$ cat src/rtl/apu_pkg.sv
// Shared constants for the APU frame sequencer: step count, full length
// values, the per-step tick masks and the AC'97 prescale value.
package apu_pkg;

  localparam int unsigned FRAME_STEPS   = 8;
  localparam int unsigned STEP_W        = $clog2(FRAME_STEPS);
  localparam int unsigned LEN_FULL_SQ   = 64;
  localparam int unsigned LEN_FULL_WAVE = 256;
  localparam int unsigned PRESCALE_AC97 = 24000;

  // Bit S set means the tick fires on the wrap that leaves step S.
  localparam logic [FRAME_STEPS-1:0] LEN_STEP_MASK   = 8'b0101_0101;
  localparam logic [FRAME_STEPS-1:0] SWEEP_STEP_MASK = 8'b0100_0100;
  localparam logic [FRAME_STEPS-1:0] ENV_STEP_MASK   = 8'b1000_0000;

  function automatic logic step_hit(input logic [FRAME_STEPS-1:0] mask,
                                    input logic [STEP_W-1:0]      step);
    return mask[step];
  endfunction

endpackage

$ cat src/rtl/apu_length_counter.sv
// One channel's length counter: trigger edge detect, load, decrement on
// length ticks, and the channel-active flag.
module apu_length_counter
  import apu_pkg::*;
#(
  parameter int unsigned DATA_W = 6,
  parameter int unsigned FULL   = LEN_FULL_SQ,
  parameter int unsigned CNT_W  = $clog2(FULL) + 1
) (
  input  logic              clk,
  input  logic              reset_b,
  input  logic              enable,
  input  logic              trigger,
  input  logic              dont_loop,
  input  logic [DATA_W-1:0] length_data,
  input  logic              dac_enable,
  input  logic              length_tick,
  output logic              on_flag
);

  logic             trig_q, trig_d;
  logic [CNT_W-1:0] cnt_q, cnt_d;
  logic             on_q, on_d;

  always_comb begin
    trig_d = trigger;
    cnt_d  = cnt_q;
    on_d   = on_q;
    if (!enable) begin
      cnt_d = '0;
      on_d  = 1'b0;
    end else if (trigger && !trig_q) begin
      // A trigger on a tick edge takes priority: load only, no decrement.
      cnt_d = CNT_W'(FULL) - CNT_W'(length_data);
      on_d  = dac_enable;
    end else begin
      if (length_tick && dont_loop && (cnt_q != '0)) begin
        cnt_d = cnt_q - CNT_W'(1);
        if (cnt_d == '0) on_d = 1'b0;
      end
      if (!dac_enable) on_d = 1'b0;
    end
  end

  always_ff @(posedge clk) begin
    if (!reset_b) begin
      trig_q <= trigger;
      cnt_q  <= '0;
      on_q   <= 1'b0;
    end else begin
      trig_q <= trig_d;
      cnt_q  <= cnt_d;
      on_q   <= on_d;
    end
  end

  assign on_flag = on_q;

endmodule

$ cat src/rtl/apu_frame_sequencer.sv
// Frame sequencer: divides the bit clock to the 512 Hz step rate, issues
// length/sweep/envelope enable pulses and owns the four length counters.
module apu_frame_sequencer
  import apu_pkg::*;
#(
  parameter int unsigned PRESCALE = PRESCALE_AC97,
  parameter int unsigned PRE_W    = 15
) (
  input  logic       clk,
  input  logic       reset_b,
  input  logic       sound_master_enable,
  input  logic       ch1_reset,
  input  logic       ch2_reset,
  input  logic       ch3_reset,
  input  logic       ch4_reset,
  input  logic       ch1_dont_loop,
  input  logic       ch2_dont_loop,
  input  logic       ch3_dont_loop,
  input  logic       ch4_dont_loop,
  input  logic [5:0] ch1_length_data,
  input  logic [5:0] ch2_length_data,
  input  logic [7:0] ch3_length_data,
  input  logic [5:0] ch4_length_data,
  input  logic       ch3_enable,
  output logic [2:0] frame_step,
  output logic       length_tick,
  output logic       sweep_tick,
  output logic       envelope_tick,
  output logic       ch1_on_flag,
  output logic       ch2_on_flag,
  output logic       ch3_on_flag,
  output logic       ch4_on_flag
);

  logic [PRE_W-1:0]  pre_q, pre_d;
  logic [STEP_W-1:0] step_q, step_d;
  logic              len_q, len_d;
  logic              sweep_q, sweep_d;
  logic              env_q, env_d;
  logic              wrap;

  assign wrap = (pre_q == PRE_W'(PRESCALE - 1));

  always_comb begin
    pre_d   = pre_q;
    step_d  = step_q;
    len_d   = 1'b0;
    sweep_d = 1'b0;
    env_d   = 1'b0;
    if (!sound_master_enable) begin
      pre_d  = '0;
      step_d = '0;
    end else if (wrap) begin
      pre_d   = '0;
      step_d  = step_q + STEP_W'(1);
      len_d   = step_hit(LEN_STEP_MASK, step_q);
      sweep_d = step_hit(SWEEP_STEP_MASK, step_q);
      env_d   = step_hit(ENV_STEP_MASK, step_q);
    end else begin
      pre_d = pre_q + PRE_W'(1);
    end
  end

  always_ff @(posedge clk) begin
    if (!reset_b) begin
      pre_q   <= '0;
      step_q  <= '0;
      len_q   <= 1'b0;
      sweep_q <= 1'b0;
      env_q   <= 1'b0;
    end else begin
      pre_q   <= pre_d;
      step_q  <= step_d;
      len_q   <= len_d;
      sweep_q <= sweep_d;
      env_q   <= env_d;
    end
  end

  assign frame_step    = step_q;
  assign length_tick   = len_q;
  assign sweep_tick    = sweep_q;
  assign envelope_tick = env_q;

  apu_length_counter #(.DATA_W(6), .FULL(LEN_FULL_SQ)) u_len_ch1 (
    .clk(clk), .reset_b(reset_b), .enable(sound_master_enable),
    .trigger(ch1_reset), .dont_loop(ch1_dont_loop), .length_data(ch1_length_data),
    .dac_enable(1'b1), .length_tick(len_q), .on_flag(ch1_on_flag)
  );

  apu_length_counter #(.DATA_W(6), .FULL(LEN_FULL_SQ)) u_len_ch2 (
    .clk(clk), .reset_b(reset_b), .enable(sound_master_enable),
    .trigger(ch2_reset), .dont_loop(ch2_dont_loop), .length_data(ch2_length_data),
    .dac_enable(1'b1), .length_tick(len_q), .on_flag(ch2_on_flag)
  );

  apu_length_counter #(.DATA_W(8), .FULL(LEN_FULL_WAVE)) u_len_ch3 (
    .clk(clk), .reset_b(reset_b), .enable(sound_master_enable),
    .trigger(ch3_reset), .dont_loop(ch3_dont_loop), .length_data(ch3_length_data),
    .dac_enable(ch3_enable), .length_tick(len_q), .on_flag(ch3_on_flag)
  );

  apu_length_counter #(.DATA_W(6), .FULL(LEN_FULL_SQ)) u_len_ch4 (
    .clk(clk), .reset_b(reset_b), .enable(sound_master_enable),
    .trigger(ch4_reset), .dont_loop(ch4_dont_loop), .length_data(ch4_length_data),
    .dac_enable(1'b1), .length_tick(len_q), .on_flag(ch4_on_flag)
  );

endmodule

$ cat config.mk
export PLATFORM = sky130hd
export DESIGN_NAME = apu_frame_sequencer
export DESIGN_NICKNAME = d
export VERILOG_FILES = /design/src/rtl/apu_pkg.sv /design/src/rtl/apu_length_counter.sv /design/src/rtl/apu_frame_sequencer.sv
export SDC_FILE = /design/constraint.sdc
export NUM_CORES = 1
export LEC_CHECK = 0
export ABC_AREA = 1
export BUFFER_PORTS_ARGS = -buffer_cell sky130_fd_sc_hd__buf_4
export CORE_MARGIN = 5
export CORE_UTILIZATION = 47
export CTS_BUF_LIST = sky130_fd_sc_hd__clkbuf_16
export DETAILED_ROUTE_END_ITERATION = 10
export PLACE_DENSITY = 0.74
export SLEW_MARGIN = 30
export SYNTH_ARGS = -nofsm -noshare
export SYNTH_HDL_FRONTEND = slang
export SYNTH_HIERARCHICAL = 1
export SYNTH_SLANG_ARGS = --single-unit
$ cat constraint.sdc
create_clock -name clk -period 1.75 [get_ports clk]
set_input_delay 0.35 -clock clk [delete_from_list [all_inputs] [get_ports clk]]
set_output_delay 0.35 -clock clk [all_outputs]
set_load 0.01 [all_outputs]
==> impl_metrics.json <==
{
  "startpoint_type": "flip-flop",
  "highest_layer": "met4",
  "slew_violations": 0,
  "clock-sinks": 59,
  "crit_family": "compound AO/OA/AOI/OAI gates",
  "routed_wl_mm": 9.244,
  "drt_iter0_drc": 148,
  "hold_violations": 0,
  "final_common_cell": "nand2_1",
  "cp.depth": 9,
  "synth_top_area_share_pct": 28.86,
  "port_buffers": 47,
  "grt_antenna_before_repair": 0,
  "fin_ws_ns": 0.1630,
  "whs_ns": 0.1357,
  "hold_depth": 1,
  "first_pass_iters": 5,
  "areaGrowthSynthToFinish_pct": 20.36,
  "ys_types": 33,
  "place.gp.congestion": 0.9027,
  "placementRows": 34,
  "power_density_mw_per_mm2": 803.7,
  "rsz0062_at_grt": "no",
  "mostFrequentLayoutCells": "161 x nand2_1, 99 x nor2_1, 91 x inv_1",
  "synth_area_mm2": 0.004093,
  "ios": 48,
  "synth.avg_cell_area_um2": 6.375,
  "ant_nets": 0,
  "grt_max_degree": 15,
  "status": "finished clean",
  "yosysSeqAreaShare_pct": 28.86,
  "dp_hpwl_mm": 7.222,
  "grt_pass1_wl_mm": 15.57,
  "cts_htree_levels": 3,
  "grtUsageTotal_pct": 18.05,
  "die_w_um": 103.3,
  "fmax_ghz": 0.6301,
  "syn_inst": 642,
  "drive_gt1_share_pct": 15.56,
  "path_buf_inv": 2,
  "crit_path_end_kind": "flip-flop",
  "dieArea_mm2": 0.01067,
  "wl_per_cell_um": 11.34,
  "wl_met3_um": 375,
  "fin_nets": 755,
  "p_leak_nw": 2.366,
  "setup_tns_ns": 0,
  "antennaDiodeCount": 0,
  "drc": 0,
  "fin_skew_ns": 0.005617,
  "post_cts_buffers": 0,
  "core_mm2": 0.008593,
  "wl_met2_mm": 4.458,
  "pre_cts_ws_ns": 0.1401,
  "min_period_over_period_pct": 90.68,
  "yosys.area.top_type": "dfxtp_1",
  "numCtsBuffers": 9,
  "crit_required_ns": 1.96,
  "period_minus_slack_ns": 1.587,
  "critPathSlowestCell": "dfxtp_1",
  "worstHoldPathType": "input port to flip-flop",
  "cp_cell_sequence": "inv_1 > ha_2 > nand2_2 > nor2_2 > nand2_2 > a21oi_4 > inv_1 > o21ai_0 > a21oi_1",
  "rr_worst_depth": 9,
  "vias": 4024,
  "die_h_um": 103.3,
  "crit_path_max_fanout": 7,
  "cap_viol_max_count": 0,
  "cpPeakStageDelay_ns": 0.31,
  "yosysWarnings": 6,
  "grt.overflow.total": 0,
  "insertion_delay_ns": 0.33,
  "cts_tree": "done",
  "arrival_ns": 1.79,
  "fillerInstances": 836,
  "ir_drop_mv": 0.4663,
  "first_global_vias": 3704,
  "clkTransAtPathRegs_ns": 0.05,
  "setup_viol": 0,
  "ys_seq_elements": 59,
  "final_util_pct": 57.32,
  "routed_via_density": 4.937,
  "ys_top_cells_by_area": "dfxtp_1 29%, nand2_1 15%, nor2_1 9.1%, inv_1 8.3%, nand3_1 6.8%",
  "fin_area_mm2": 0.004926,
  "dpl_cell_area_mm2": 0.004592,
  "cts_root_buf": "clkbuf_16",
  "crit_type": "flip-flop to flip-flop",
  "clockBufferDepth": 2,
  "cts_hold_buf": 0,
  "wl_met1_mm": 4.289,
  "initial_core_util_pct": 47.63
}
## flip-flops by register name, indices dropped and copies added, names as in the netlist, 3 cells and up
name             flops
u_len_ch2/cnt_q      7
frame_step           3
u_len_ch1/cnt_q      7
u_len_ch3/cnt_q      9
pre_q               15
u_len_ch4/cnt_q      7
## cells in the mapped netlist
cell type,number
nand2_1,161
nor2_1,99
inv_1,91
dfxtp_1,59
nand3_1,56
o21ai_0,26
a21oi_1,20
nand4_1,16
ha_1,15
o21ai_1,15
xnor2_1,9
xor2_1,8
nand3b_1,7
nor2_2,7
nand2_4,6
nor2_4,6
or2_2,5
a21oi_4,4
nand2_2,4
o211ai_1,4
a21oi_2,3
buf_2,3
inv_2,3
nand3_4,3
buf_6,2
clkinv_1,2
nor3_1,2
a211oi_2,1
a21o_1,1
clkbuf_1,1
conb_1,1
nand3_2,1
or2_0,1
## timing repair
item / CTS / global route
setup endpoints to repair: 0 / 5
endpoints found under the hold margin: 0 / 0
gates resized for setup: 0 / 2
## logic make-up (layout without fill, tap and decap cells)
group                    count (synthesis)  in the layout  synth area share [%]
AND/OR/NAND/NOR                        374            374                 42.10
buffers and inverters                  102            165                 9.813
AO/OA/AOI/OAI                           74             74                 10.91
flip-flops                              59             59                 28.86
adder cells (fa/ha/maj)                 15             15                 4.586
XOR/XNOR                                17             17                 3.638
other                                    1              3               0.09163
## path summary, 6_finish.rpt
check / start / end / slack (ns)
worst max-delay path: u_len_ch3/cnt_q[1] / u_len_ch3/cnt_q[8] / 0.16
worst min-delay path: ch1_reset / u_len_ch1/trig_q / 0.14
worst max register to register: u_len_ch3/cnt_q[1] / u_len_ch3/cnt_q[8] / 0.16
worst min register to register: u_len_ch3/on_flag / u_len_ch3/on_flag / 0.46
## metrics by stage
stage | std cells | total power (W)
2_1_floorplan | 644 | 0.001855
3_3_place_gp | 799 | 0.002012
3_5_place_dp | 799 | 0.002029
4_1_cts | 815 | 0.003999
5_1_grt | 815 | 0.004165
6_report | 815 | 0.003959
## per-layer routing
layer  up-vias  GRT usage (%)
met1      1803          22.25
met4         0          4.880
met3        11          4.494
met5         -              0
li1       2152              -
met2        58          31.38
## layout make-up
type / instances / area, um^2 / share of cell area (%)
multi-input combinational: 483 / 2520 / 51.16
sequential: 59 / 1181 / 23.98
timing repair buffer: 53 / 397.9 / 8.077
inverter: 96 / 360.3 / 7.315
clock buffer: 9 / 225.2 / 4.572
tap: 108 / 135.1 / 2.743
clock inverter: 7 / 106.4 / 2.159
## power breakdown
group	internal (W)	leakage, nW	switching, W
registers	0.00138	0.480	0.0000314
clock network	0.00137	0.162	0.000580
logic	0.000244	1.72	0.000354
Power figures use the tool's default switching activity.
